==> src/rtl/pred_pkg.sv <==
// Shared branch-prediction types: instruction classes, BTB update record, queue default.
package pred_pkg;

    localparam int unsigned QDEPTH_DEF = 4;

    // Branch class encodings carried on ins_type; zero marks a non-branch.
    localparam logic [2:0] INS_NONE   = 3'b000;
    localparam logic [2:0] INS_COND   = 3'b001;
    localparam logic [2:0] INS_JAL    = 3'b010;
    localparam logic [2:0] INS_JALR   = 3'b011;
    localparam logic [2:0] INS_CALL   = 3'b100;
    localparam logic [2:0] INS_RET    = 3'b101;

    // One pending BTB correction.
    typedef struct packed {
        logic [31:0] pc;
        logic [31:0] target;
        logic [2:0]  ins_type;
    } btb_update_t;

endpackage

==> src/rtl/btb_update_queue_if.sv <==
// Resolve-side inputs (two execute slots) and the BTB update port of the update queue.
interface btb_update_queue_if #(
    parameter int unsigned DROPW = 8
);
    logic              res_valid_0;
    logic              res_valid_1;
    logic [31:0]       res_pc_0;
    logic [31:0]       res_pc_1;
    logic [2:0]        res_ins_type_0;
    logic [2:0]        res_ins_type_1;
    logic              res_pred_taken_0;
    logic              res_pred_taken_1;
    logic [31:0]       res_pred_target_0;
    logic [31:0]       res_pred_target_1;
    logic              res_act_taken_0;
    logic              res_act_taken_1;
    logic [31:0]       res_act_target_0;
    logic [31:0]       res_act_target_1;

    logic              branch_mistaken;
    logic [31:0]       wrong_pc;
    logic [31:0]       right_target;
    logic [2:0]        ins_type_w;
    logic              queue_full;
    logic [DROPW-1:0]  drop_count;

    // Execute stage side: drives resolutions, observes the BTB port.
    modport master (
        output res_valid_0, res_valid_1, res_pc_0, res_pc_1,
               res_ins_type_0, res_ins_type_1, res_pred_taken_0, res_pred_taken_1,
               res_pred_target_0, res_pred_target_1, res_act_taken_0, res_act_taken_1,
               res_act_target_0, res_act_target_1,
        input  branch_mistaken, wrong_pc, right_target, ins_type_w, queue_full, drop_count
    );

    // Queue side.
    modport slave (
        input  res_valid_0, res_valid_1, res_pc_0, res_pc_1,
               res_ins_type_0, res_ins_type_1, res_pred_taken_0, res_pred_taken_1,
               res_pred_target_0, res_pred_target_1, res_act_taken_0, res_act_taken_1,
               res_act_target_0, res_act_target_1,
        output branch_mistaken, wrong_pc, right_target, ins_type_w, queue_full, drop_count
    );

endinterface

==> src/rtl/branch_check.sv <==
// Per-slot mispredict detection and BTB update entry formation.
module branch_check
    import pred_pkg::*;
(
    input  logic        valid_i,
    input  logic [31:0] pc_i,
    input  logic [2:0]  ins_type_i,
    input  logic        pred_taken_i,
    input  logic [31:0] pred_target_i,
    input  logic        act_taken_i,
    input  logic [31:0] act_target_i,
    output logic        mispredict_o,
    output btb_update_t entry_o
);

    // Target only matters when the branch was actually taken; fall-through wraps mod 2^32.
    always_comb begin
        mispredict_o = valid_i && (ins_type_i != INS_NONE) &&
                       ((pred_taken_i != act_taken_i) ||
                        (act_taken_i && (pred_target_i != act_target_i)));
        entry_o.pc       = pc_i;
        entry_o.target   = act_taken_i ? act_target_i : (pc_i + 32'd4);
        entry_o.ins_type = ins_type_i;
    end

endmodule

==> src/rtl/btb_update_queue.sv <==
// Queues BTB corrections from two resolve slots and drains one per cycle into the BTB.
module btb_update_queue
    import pred_pkg::*;
#(
    parameter int unsigned QDEPTH = QDEPTH_DEF,
    parameter int unsigned DROPW  = 8
) (
    input  logic               clk,
    input  logic               reset,
    btb_update_queue_if.slave  bus
);

    localparam int unsigned PW = $clog2(QDEPTH);
    localparam int unsigned CW = PW + 1;

    logic              mis0, mis1;
    btb_update_t       ent0, ent1;

    logic [PW-1:0]     rd_ptr_q, rd_ptr_d;
    logic [PW-1:0]     wr_ptr_q, wr_ptr_d;
    logic [CW-1:0]     count_q, count_d;
    logic [DROPW-1:0]  drop_q, drop_d;
    btb_update_t       mem_q [QDEPTH];

    logic              empty, full, pop;
    logic [PW-1:0]     tail_idx;
    logic              enq_v;
    btb_update_t       enq_e;
    logic              coalesce, push, drop;

    branch_check u_chk0 (
        .valid_i       (bus.res_valid_0),
        .pc_i          (bus.res_pc_0),
        .ins_type_i    (bus.res_ins_type_0),
        .pred_taken_i  (bus.res_pred_taken_0),
        .pred_target_i (bus.res_pred_target_0),
        .act_taken_i   (bus.res_act_taken_0),
        .act_target_i  (bus.res_act_target_0),
        .mispredict_o  (mis0),
        .entry_o       (ent0)
    );

    branch_check u_chk1 (
        .valid_i       (bus.res_valid_1),
        .pc_i          (bus.res_pc_1),
        .ins_type_i    (bus.res_ins_type_1),
        .pred_taken_i  (bus.res_pred_taken_1),
        .pred_target_i (bus.res_pred_target_1),
        .act_taken_i   (bus.res_act_taken_1),
        .act_target_i  (bus.res_act_target_1),
        .mispredict_o  (mis1),
        .entry_o       (ent1)
    );

    assign empty    = (count_q == '0);
    assign full     = (count_q == CW'(QDEPTH));
    // The BTB never back-pressures, so a non-empty head always retires.
    assign pop      = !empty;
    assign tail_idx = wr_ptr_q - PW'(1);

    // Slot 0 mispredicting flushes slot 1 as wrong-path, so slot 0 wins.
    always_comb begin
        enq_v = mis0 || mis1;
        enq_e = mis0 ? ent0 : ent1;
    end

    // Decide between coalesce, push and drop for the incoming entry.
    always_comb begin
        // A lone entry being popped this edge cannot be rewritten in place.
        coalesce = enq_v && !empty && (mem_q[tail_idx].pc == enq_e.pc) &&
                   !(pop && (count_q == CW'(1)));
        push     = enq_v && !coalesce && (!full || pop);
        drop     = enq_v && !coalesce && full && !pop;
    end

    // Next-state for pointers, occupancy and the saturating drop counter.
    always_comb begin
        rd_ptr_d = rd_ptr_q;
        wr_ptr_d = wr_ptr_q;
        count_d  = count_q;
        drop_d   = drop_q;
        if (pop) begin
            rd_ptr_d = rd_ptr_q + PW'(1);
        end
        if (push) begin
            wr_ptr_d = wr_ptr_q + PW'(1);
        end
        unique case ({push, pop})
            2'b10:   count_d = count_q + CW'(1);
            2'b01:   count_d = count_q - CW'(1);
            default: count_d = count_q;
        endcase
        if (drop && (drop_q != '1)) begin
            drop_d = drop_q + DROPW'(1);
        end
    end

    // Control state, cleared asynchronously so queued entries vanish at once.
    always_ff @(posedge clk or posedge reset) begin
        if (reset) begin
            rd_ptr_q <= '0;
            wr_ptr_q <= '0;
            count_q  <= '0;
            drop_q   <= '0;
        end else begin
            rd_ptr_q <= rd_ptr_d;
            wr_ptr_q <= wr_ptr_d;
            count_q  <= count_d;
            drop_q   <= drop_d;
        end
    end

    // Payload storage; contents are only meaningful below the occupancy count.
    always_ff @(posedge clk) begin
        if (push) begin
            mem_q[wr_ptr_q] <= enq_e;
        end else if (coalesce) begin
            mem_q[tail_idx] <= enq_e;
        end
    end

    // Head drives the BTB port directly; zeros whenever the queue is empty.
    always_comb begin
        bus.branch_mistaken = !empty;
        bus.wrong_pc        = '0;
        bus.right_target    = '0;
        bus.ins_type_w      = '0;
        if (!empty) begin
            bus.wrong_pc     = mem_q[rd_ptr_q].pc;
            bus.right_target = mem_q[rd_ptr_q].target;
            bus.ins_type_w   = mem_q[rd_ptr_q].ins_type;
        end
        bus.queue_full = full;
        bus.drop_count = drop_q;
    end

endmodule

==> src/flat_wrapper.sv <==
// flat-port wrapper written by rule: the top's interface ports become plain ports
module btb_update_queue_flat import pred_pkg::*;
#(
    parameter int unsigned QDEPTH = QDEPTH_DEF,
    parameter int unsigned DROPW  = 8
)
  (clk, reset, bus_res_valid_0, bus_res_valid_1, bus_res_pc_0, bus_res_pc_1, bus_res_ins_type_0, bus_res_ins_type_1, bus_res_pred_taken_0, bus_res_pred_taken_1, bus_res_pred_target_0, bus_res_pred_target_1, bus_res_act_taken_0, bus_res_act_taken_1, bus_res_act_target_0, bus_res_act_target_1, bus_branch_mistaken, bus_wrong_pc, bus_right_target, bus_ins_type_w, bus_queue_full, bus_drop_count);
  btb_update_queue_if #(.DROPW(DROPW)) bus_i ();
  input  logic clk;
  input  logic reset;
  input wire logic [$bits(bus_i.res_valid_0)-1:0] bus_res_valid_0;
  input wire logic [$bits(bus_i.res_valid_1)-1:0] bus_res_valid_1;
  input wire logic [$bits(bus_i.res_pc_0)-1:0] bus_res_pc_0;
  input wire logic [$bits(bus_i.res_pc_1)-1:0] bus_res_pc_1;
  input wire logic [$bits(bus_i.res_ins_type_0)-1:0] bus_res_ins_type_0;
  input wire logic [$bits(bus_i.res_ins_type_1)-1:0] bus_res_ins_type_1;
  input wire logic [$bits(bus_i.res_pred_taken_0)-1:0] bus_res_pred_taken_0;
  input wire logic [$bits(bus_i.res_pred_taken_1)-1:0] bus_res_pred_taken_1;
  input wire logic [$bits(bus_i.res_pred_target_0)-1:0] bus_res_pred_target_0;
  input wire logic [$bits(bus_i.res_pred_target_1)-1:0] bus_res_pred_target_1;
  input wire logic [$bits(bus_i.res_act_taken_0)-1:0] bus_res_act_taken_0;
  input wire logic [$bits(bus_i.res_act_taken_1)-1:0] bus_res_act_taken_1;
  input wire logic [$bits(bus_i.res_act_target_0)-1:0] bus_res_act_target_0;
  input wire logic [$bits(bus_i.res_act_target_1)-1:0] bus_res_act_target_1;
  output wire logic [$bits(bus_i.branch_mistaken)-1:0] bus_branch_mistaken;
  output wire logic [$bits(bus_i.wrong_pc)-1:0] bus_wrong_pc;
  output wire logic [$bits(bus_i.right_target)-1:0] bus_right_target;
  output wire logic [$bits(bus_i.ins_type_w)-1:0] bus_ins_type_w;
  output wire logic [$bits(bus_i.queue_full)-1:0] bus_queue_full;
  output wire logic [$bits(bus_i.drop_count)-1:0] bus_drop_count;
  assign bus_i.res_valid_0 = bus_res_valid_0;
  assign bus_i.res_valid_1 = bus_res_valid_1;
  assign bus_i.res_pc_0 = bus_res_pc_0;
  assign bus_i.res_pc_1 = bus_res_pc_1;
  assign bus_i.res_ins_type_0 = bus_res_ins_type_0;
  assign bus_i.res_ins_type_1 = bus_res_ins_type_1;
  assign bus_i.res_pred_taken_0 = bus_res_pred_taken_0;
  assign bus_i.res_pred_taken_1 = bus_res_pred_taken_1;
  assign bus_i.res_pred_target_0 = bus_res_pred_target_0;
  assign bus_i.res_pred_target_1 = bus_res_pred_target_1;
  assign bus_i.res_act_taken_0 = bus_res_act_taken_0;
  assign bus_i.res_act_taken_1 = bus_res_act_taken_1;
  assign bus_i.res_act_target_0 = bus_res_act_target_0;
  assign bus_i.res_act_target_1 = bus_res_act_target_1;
  assign bus_branch_mistaken = bus_i.branch_mistaken;
  assign bus_wrong_pc = bus_i.wrong_pc;
  assign bus_right_target = bus_i.right_target;
  assign bus_ins_type_w = bus_i.ins_type_w;
  assign bus_queue_full = bus_i.queue_full;
  assign bus_drop_count = bus_i.drop_count;
  btb_update_queue #(.QDEPTH(QDEPTH), .DROPW(DROPW)) u_core (.clk(clk), .reset(reset), .bus(bus_i));
endmodule
==> config.mk <==
export PLATFORM = sky130hd
export DESIGN_NAME = btb_update_queue_flat
export DESIGN_NICKNAME = d
export VERILOG_FILES = /design/src/rtl/pred_pkg.sv /design/src/rtl/btb_update_queue_if.sv /design/src/rtl/branch_check.sv /design/src/rtl/btb_update_queue.sv /design/src/flat_wrapper.sv
export SDC_FILE = /design/constraint.sdc
export NUM_CORES = 1
export LEC_CHECK = 0
export CAP_MARGIN = 5
export CORE_MARGIN = 8
export CORE_UTILIZATION = 35
export CTS_CLUSTER_SIZE = 20
export DETAILED_ROUTE_END_ITERATION = 10
export PLACE_DENSITY = 0.67
export SYNTH_ARGS = -nofsm -noshare
export SYNTH_HDL_FRONTEND = slang
export SYNTH_HIERARCHICAL = 1
export SYNTH_SLANG_ARGS = --single-unit
==> constraint.sdc <==
create_clock -name clk -period 13.7 [get_ports clk]
set_clock_uncertainty 0.1 [all_clocks]
set_input_delay 3.425 -clock clk [delete_from_list [all_inputs] [get_ports clk]]
set_output_delay 3.425 -clock clk [all_outputs]
set_load 0.1 [all_outputs]
==> out/qor.txt <==
Maximum clock rate = 0.1096 GHz
Final period utilization = 0.6659
Die height = 231.2 um
Detail Route Antenna Nets = 0
Arrival time worst endpoint = 9.24 ns
Initial Util = 0.3510
Vias in the first global route = 10750
Worst-Skew Late Latency = 0.60 ns
Max Root-Sink Buffers = 3
Unrepaired setup endpoints after global routing = no
Post-Synthesis Cells = 1127
Share of cells above drive strength 1 = 0.2106
Post-route DRC = 0
Die area = 53440 um^2
Power Dens Cells = 244.1 nW/um^2
Drt total wl = 53.71 mm
Fillers = 4104
I/O Pins = 283
Worst path required time = 13.82 ns
Die X-Extent = 231.2 um
Storage cell area = 8429 um^2
Leak Pwr = 6.605 nW
Slew headroom = 0.2381
TritonCTS clock tree = done
# hold bufs at CTS = 0
Final Wtd Congestion = 0.8964
Inst Count DP = 1891
Initial antenna violation count = 6
Post-CTS Setup Bufs = 0
Layout net count = 1529
Post-layout util = 0.4341
Syn_area_per_cell = 14.38 um^2
Area Overhead vs Synth = 23.66%
# Max-Cap Violations = 0
Post-synth EDFFs = 268
Cell Area, Synth = 16200 um^2
Crit path kind = in -> reg
Final setup vio count = 0
Fin cells = 1948
FP Rows = 79
Largest net degree at the start of global routing = 69
FF+latch count, synth = 283
CP Max Fanout = 54
CORE AREA = 46160 um^2
Endpoint class of the critical path = flip-flop
Sequential fraction of the synthesis area = 0.5198
PostCTS Resize Cnt = 0
HPWL reported at the end of detailed placement = 40.12 mm
Outcome = complete, no violations
DR vias = 10450
Top FF cell, synth = edfxtp_1
VDD IR-drop max = 215.8 uV
Yosys cell types = 54
Port bufs = 282
Htree depth = 1
Hold crit path type = reg -> reg
Synth warnings = 6
Vias per std cell = 5.363
First-pass GRT wire length = 76.89 mm
Slew @ Worst Pin = 1.143 ns
Iter 0 DRT Violations = 1147
TNS Setup = 0 ns
Total gr overflow = 0
Slew Viols, Final = 0
FFs w/ async S/R, synth = 0.05300
Final Hold Viols = 0
Clk sink count = 283
Total track usage = 0.1960
Fin crit period = 9.123 ns
Drt pass-1 iters = 7
CTS Root Cell = clkbuf_16
TritonCTS buffer count = 31
Crit path launch type = primary input
Syn Nets = 1339
Multi-input gate area = 6817 um^2
DR WL/cell = 27.57 um
Worst-path clk slew = 0.06 ns
worst paths after layout:
kind | from | end | slack (ns) | depth (start not counted)
worst max-delay path | bus_res_act_target_0[0] | u_core/mem_q[3][27]$_DFFE_PP_ | 4.58 | 16
worst min-delay path | u_core/bus.drop_count[5]$_DFFE_PP0P_ | u_core/bus.drop_count[5]$_DFFE_PP0P_ | 0.27 | 0
worst max register to register | u_core/wr_ptr_q[1]$_DFFE_PP0P_ | u_core/mem_q[3][27]$_DFFE_PP_ | 8.40 | 9
worst min register to register | u_core/bus.drop_count[5]$_DFFE_PP0P_ | u_core/bus.drop_count[5]$_DFFE_PP0P_ | 0.27 | 0
max in group asynchronous | reset | u_core/rd_ptr_q[0]$_DFFE_PP0N_ | 9.74 | 2
min in group asynchronous | reset | u_core/bus.drop_count[2]$_DFFE_PP0P_ | 3.19 | 2
per-stage QoR:
stage | total power, mW | hold WS (ns) | setup WS, ns | area, um^2
after floorplan | 3.322 | 0.5005 | 3.596 | 16200
after global placement | 4.068 | 0.2637 | 3.967 | 18990
after detailed placement | 4.076 | 0.2645 | 3.927 | 18990
after CTS | 4.954 | 0.2789 | 4.544 | 20030
after global routing | 5.080 | 0.2897 | 4.353 | 20040
final | 4.890 | 0.2735 | 4.577 | 20040
synthesized netlist by cell type, types with 3 or more instances:
library cell	number	area [um^2]
and2_1	70	437.9
and3_1	3	18.77
buf_1	10	37.54
buf_12	3	60.06
buf_4	70	525.5
buf_6	10	112.6
clkbuf_1	42	157.7
dfrtp_1	15	375.4
edfxtp_1	268	8048
ha_1	6	75.07
inv_1	16	60.06
mux2_2	77	867.1
mux4_1	12	315.3
mux4_2	87	1959
nand2_1	74	277.8
nand3_1	18	90.09
nand4_1	17	106.4
nand4_2	4	50.05
nand4b_1	3	26.28
nor2_1	18	67.56
nor3_1	7	35.03
nor3_2	11	110.1
nor4_1	16	100.1
nor4_2	6	75.07
nor4_4	8	170.2
o21ai_0	30	150.1
o21ai_1	26	130.1
or2_1	4	25.02
xnor2_1	89	779.5
xor2_1	70	613.1
worst max-delay path, stage by stage:
cell and delay [ns]:
clkdlybuf4s50_1 0.51, xor2_1 0.46, nor4_1 0.13, nand4_1 0.13, nor4_1 0.07, nor3_2 0.10, buf_4 0.66, buf_4 0.41
mux2_2 0.43, xnor2_1 0.25, nand4_1 0.11, or3_1 0.45, nor3_2 0.32, nand3_1 0.19, a21oi_4 0.81, buf_4 0.70
power by group:
part	internal, mW	leakage, nW	total (mW)	switching, mW
clock network	0.510	0.505	0.864	0.353
logic	0.834	3.44	2.75	1.91
registers	1.17	2.66	1.28	0.106
total	2.52	6.61	4.89	2.37
area by class of cell:
type,count,share of cell area
Multi-Input combinational cell,688,0.3402
Tap cell,607,0.03790
Sequential cell,283,0.4207
Timing Repair Buffer,296,0.1456
Antenna cell,2,0.0002498
Clock buffer,35,0.03946
Inverter,17,0.003185
Clock inverter,20,0.01274
kinds of logic after synthesis:
family / after synthesis / share of synthesized area
compound gates: 65 / 0.02224
xor+xnor: 159 / 0.08594
fa+ha+maj: 6 / 0.004633
buf+inv: 156 / 0.06077
flops: 283 / 0.5198
mux: 176 / 0.1939
simple gates: 282 / 0.1127
registers in the layout, summed over array words and instances, names as in the netlist:
name / cells
u_core/bus.drop_count: 8
u_core/count_q: 3
u_core/mem_q: 268
u_core/rd_ptr_q: 2
u_core/wr_ptr_q: 2
layer usage:
| metal | routed length, um | GRT usage |
|---|---|---|
| met1 | 21940 | 0.2633 |
| met2 | 25500 | 0.3163 |
| met3 | 5203 | 0.05001 |
| met4 | 1017 | 0.04633 |
| met5 | 52 | 0 |
cell usage in the layout, fill, tap and decap left out, drive strengths merged, types with 3 or more instances in the layout:
| cell type | netlist | layout |
|---|---|---|
| xor2 | 70 | 70 |
| nand4b | 3 | 3 |
| buf | 95 | 16 |
| dfrtp | 15 | 15 |
| nand4 | 23 | 23 |
| nor4 | 30 | 30 |
| mux2 | 77 | 77 |
| or2 | 7 | 7 |
| clkbuf | 42 | 35 |
| edfxtp | 268 | 268 |
| mux4 | 99 | 99 |
| bufinv | 0 | 5 |
| and4 | 4 | 4 |
| ha | 6 | 6 |
| nand3 | 20 | 20 |
| nand2 | 74 | 74 |
| nor3 | 18 | 18 |
| o21ai | 56 | 56 |
| clkinv | 1 | 9 |
| inv | 16 | 20 |
| nor2 | 18 | 18 |
| xnor2 | 89 | 89 |
| and2 | 72 | 72 |
| and3 | 5 | 5 |
| clkinvlp | 0 | 3 |
| clkdlybuf4s50 | 0 | 280 |
(Power assumes the default switching activity.)
==> patch 1: new RTL, config.mk and constraints unchanged <==
`DROPW` is set to 8 in 3 places; all go to 9.
--- a/src/rtl/btb_update_queue_if.sv
+++ b/src/rtl/btb_update_queue_if.sv
@@ -2,3 +2,3 @@
 interface btb_update_queue_if #(
-    parameter int unsigned DROPW = 8
+    parameter int unsigned DROPW = 9
 );
--- a/src/rtl/btb_update_queue.sv
+++ b/src/rtl/btb_update_queue.sv
@@ -5,3 +5,3 @@
     parameter int unsigned QDEPTH = QDEPTH_DEF,
-    parameter int unsigned DROPW  = 8
+    parameter int unsigned DROPW  = 9
 ) (
--- a/src/flat_wrapper.sv
+++ b/src/flat_wrapper.sv
@@ -4,3 +4,3 @@
     parameter int unsigned QDEPTH = QDEPTH_DEF,
-    parameter int unsigned DROPW  = 8
+    parameter int unsigned DROPW  = 9
 )
Ports: changed (resized bus_drop_count); port bits go from 283 to 284. The function was not compared with the original's and may differ.
==> patch 1 against the unedited design <==
- routed wire length is 0.77% lower
- cell area fell by 0.34%
- count of clock-buffer cells in the layout grew 5
- sequential share of layout area rose by 0.29 points
- largest cell class unchanged
- sequential cell count is 1 higher
- synthesized area is 0.23% higher
- largest power group unchanged
- worst setup slack lost 630 ps
- critical path depth is the same
- worst hold slack worse by 0.99 ps
- power down 4.9%
- via count up 0.95%
==> patch 1: results <==
metrics = {
    "pwr": {
        "vdd.ir_drop.worst_mv": 0.1992,
        "power.leakage_nw": 6.580,
    },
    "yosys": {
        "synthAdderAreaFrac": 0.004622,
        "yosysSeqAreaShare": 0.5201,
        "synthArstFlopShare": 0.05634,
        "synth_xor_area_frac": 0.08574,
        "synthesis.nets": 1359,
        "synth_compound_area_frac": 0.02142,
        "synth.distinct_cells": 59,
        "synth_area_leaders": "edfxtp_1 50%, mux4_2 14%, xor2_1 4.4%",
    },
    "global_routing": {
        "use_met1": 0.2494,
        "grt_pass1_vias": 11020,
        "gr-usage-met3": 0.06199,
        "antenna_found_initial": 9,
        "grt_first_pass_wirelength_mm": 76.32,
        "use_met2": 0.3150,
        "grt_max_degree": 68,
        "grt_usage": 0.1937,
    },
    "placement": {
        "dp_hpwl_mm": 39.88,
        "place_inst": 1911,
        "gp_congestion": 0.8750,
        "io_buffers": 283,
        "place_area_sq_um": 19080,
    },
    "layout": {
        "final_nets": 1548,
        "seq_share": 0.4235,
        "clk_share": 0.04461,
        "num_antenna_cells": 0,
        "clockBufferCount": 40,
        "drive_above_1_share": 0.1773,
        "buffer_area_frac": 0.1462,
    },
    "worst_setup_path": {
        "r2r-end": "u_core/mem_q[3][2]",
        "cp_slowest_cell": "nor4_1",
        "r2r_start": "u_core/wr_ptr_q[0]",
        "cpLargestDelayFamily": "simple AND/OR/NAND/NOR gates",
        "crit_path_max_fanout": 45,
        "cp.arrival_ps": 9840,
    },
    "detailed_routing": {
        "firstDrtPassIters": 5,
        "avgViaCountPerCell": 5.378,
        "vias": 10550,
        "wl_met2_mm": 25.23,
        "wl_met1_mm": 21.45,
        "drt_iter0_drc": 985,
    },
    "sta": {
        "fin_hold_ws_ps": 272.5,
    },
    "min_path": {
        "min_delay_worst_endpoint": "u_core/bus.drop_count[2]",
        "hp-start": "u_core/bus.drop_count[2]",
    },
    "status": {
        "outcome": "complete, no violations",
    },
}
patch 1: how the worst max path moves through the flow:
stage                            start                  end  slack, ps  cells after the start
3_3_place_gp   bus_res_act_target_0[8]  u_core/mem_q[1][31]       3440                     16
5_1_grt        bus_res_act_target_0[8]  u_core/mem_q[1][31]       3640                     16
3_5_place_dp   bus_res_act_target_0[8]  u_core/mem_q[3][35]       3400                     16
6_report       bus_res_act_target_0[8]   u_core/mem_q[3][2]       3950                     16
4_1_cts        bus_res_act_target_0[8]  u_core/mem_q[3][40]       3990                     16
2_1_floorplan      bus_res_act_taken_0   u_core/mem_q[2][0]       1800                     12
patch 1: power groups by stage:
stage	combinational (mW)	sequential [mW]	clock, mW
final	2.62	1.28	0.745
after detailed placement	2.64	1.30	0
after floorplan	2.01	1.25	0
after global routing	2.73	1.30	0.791
after CTS	2.66	1.28	0.761
after global placement	2.65	1.29	0
==> patch 2: new RTL, config.mk and constraints unchanged <==
Without the edit above. Make the reset (`reset`) synchronous in one clocked block. Comments in the files are not updated.
--- a/src/rtl/btb_update_queue.sv
+++ b/src/rtl/btb_update_queue.sv
@@ -98,3 +98,3 @@
     // Control state, cleared asynchronously so queued entries vanish at once.
-    always_ff @(posedge clk or posedge reset) begin
+    always_ff @(posedge clk) begin
         if (reset) begin
Function: differs if reset is asserted again (counterexample within 4 cycles, from zero or initial values and one cycle with reset high); with reset held inactive, the same outputs for 4 cycles.
==> patch 2 against the unedited design <==
- clock power fell by 2%
- synthesized cell count up 0.44%
- power shrank 17%
- non-clock buffer count increased by 1
- cell area grew 0.26%
- routed wire length decreased by 1.8%
- worst hold slack improved by 94 ps
- die area up 0.11%
- first-iteration DRC count down 15%
- sequential cell count grew 2
- synthesized area grew 0.12%
- combinational power down 23%
- worst setup slack got worse by 980 ps
- critical endpoint is now u_core/mem_q[1][64]
==> patch 2: results <==
metrics = {
    "worst_setup_path": {
        "max_stage_delay_ps": 900,
        "rrSetupSlack_ps": 7980,
        "r2r_start": "u_core/wr_ptr_q[0]",
        "cpLargestDelayFamily": "simple AND/OR/NAND/NOR gates",
        "endpoint": "u_core/mem_q[1][64]",
        "startpoint": "bus_res_act_target_0[24]",
        "crit_path_max_fanout": 37,
        "cp.arrival_ps": 10200,
        "cp_slowest_cell": "nor2_4",
    },
    "detailed_routing": {
        "wl_met2_mm": 24.96,
        "wl_met1_mm": 21.42,
        "routed.top_layer": "met5",
        "vias": 10680,
        "drt_iter0_drc": 976,
        "firstDrtPassIters": 5,
        "met3_length_mm": 5.234,
        "wl_per_cell_microns": 26.86,
    },
    "pwr": {
        "vdd.ir_drop.worst_mv": 0.2259,
        "switching_share": 0.4684,
        "p_clk_frac": 0.209,
        "power.leakage_nw": 6.474,
        "combPwrFrac": 0.518,
    },
    "yosys": {
        "synth.distinct_cells": 55,
        "synth_mux_area_frac": 0.1942,
        "netlist_instances": 1132,
        "synth_xor_area_frac": 0.08421,
        "synthesis.nets": 1344,
        "synthArstFlopShare": 0,
        "synth_compound_area_frac": 0.02298,
        "yosysSeqAreaShare": 0.5170,
        "yosys-top-cells-count": "268 x edfxtp_1, 90 x mux4_2, 84 x xnor2_1",
        "synthAdderAreaFrac": 0.004627,
        "synth_area_leaders": "edfxtp_1 50%, mux4_2 12%, mux2_2 5.3%",
    },
    "sta": {
        "fin_ws_ps": 3600,
        "fin_hold_ws_ps": 367.8,
        "slew_headroom": 0.2507,
    },
    "global_routing": {
        "use_met1": 0.2534,
        "grt_first_pass_wirelength_mm": 75.78,
        "gr-usage-met3": 0.05465,
        "use_met2": 0.3079,
        "antenna_found_initial": 10,
        "grt_max_degree": 62,
        "grt_usage": 0.1905,
    },
    "min_path": {
        "hp-start": "u_core/bus.drop_count[0]",
        "hold_depth": 1,
        "min_delay_worst_endpoint": "u_core/bus.drop_count[0]",
    },
    "placement": {
        "dp_hpwl_mm": 39.07,
        "place_inst": 1904,
        "place_ws_ps": 3031,
        "gp_congestion": 0.8932,
    },
    "clock_network": {
        "cts_max_level": 1,
        "ctsResizeCount": 0,
        "ctsRootBufferMaster": "clkbuf_16",
        "clk_latency_ps": 580,
    },
    "layout": {
        "finalNonFillerCells": 1963,
        "drive_above_1_share": 0.2133,
        "final_nets": 1542,
    },
    "status": {
        "outcome": "complete, no violations",
    },
}
[patch 2: cell count changes after synthesis, sizes merged, moves of 3 or more]
cell / delta
buf: +10
dfxtp: +17
nor2b: +8
nor2: +5
clkbuf: -17
xnor2: -5
dfrtp: -15
and3: -3
[patch 2: per-stage QoR]
stage	cell area (sq um)	total power, mW	utilization
6_report	20090	4.069	0.4352
5_1_grt	20090	4.208	0.4352
4_1_cts	20090	4.116	0.4352
3_5_place_dp	19050	3.263	0.4128
3_3_place_gp	19050	3.255	0.4128
2_1_floorplan	16230	2.684	-
[patch 2: area by class of cell]
class                           count  area, sq um
Timing Repair Buffer              297         2925
Fill cell                        4164        26070
Antenna cell                        1        2.502
Clock inverter                     21        215.2
Clock buffer                       37        818.3
Inverter                           14        52.55
Multi-Input combinational cell    701         6919
Tap cell                          607        759.5
Sequential cell                   285         8397
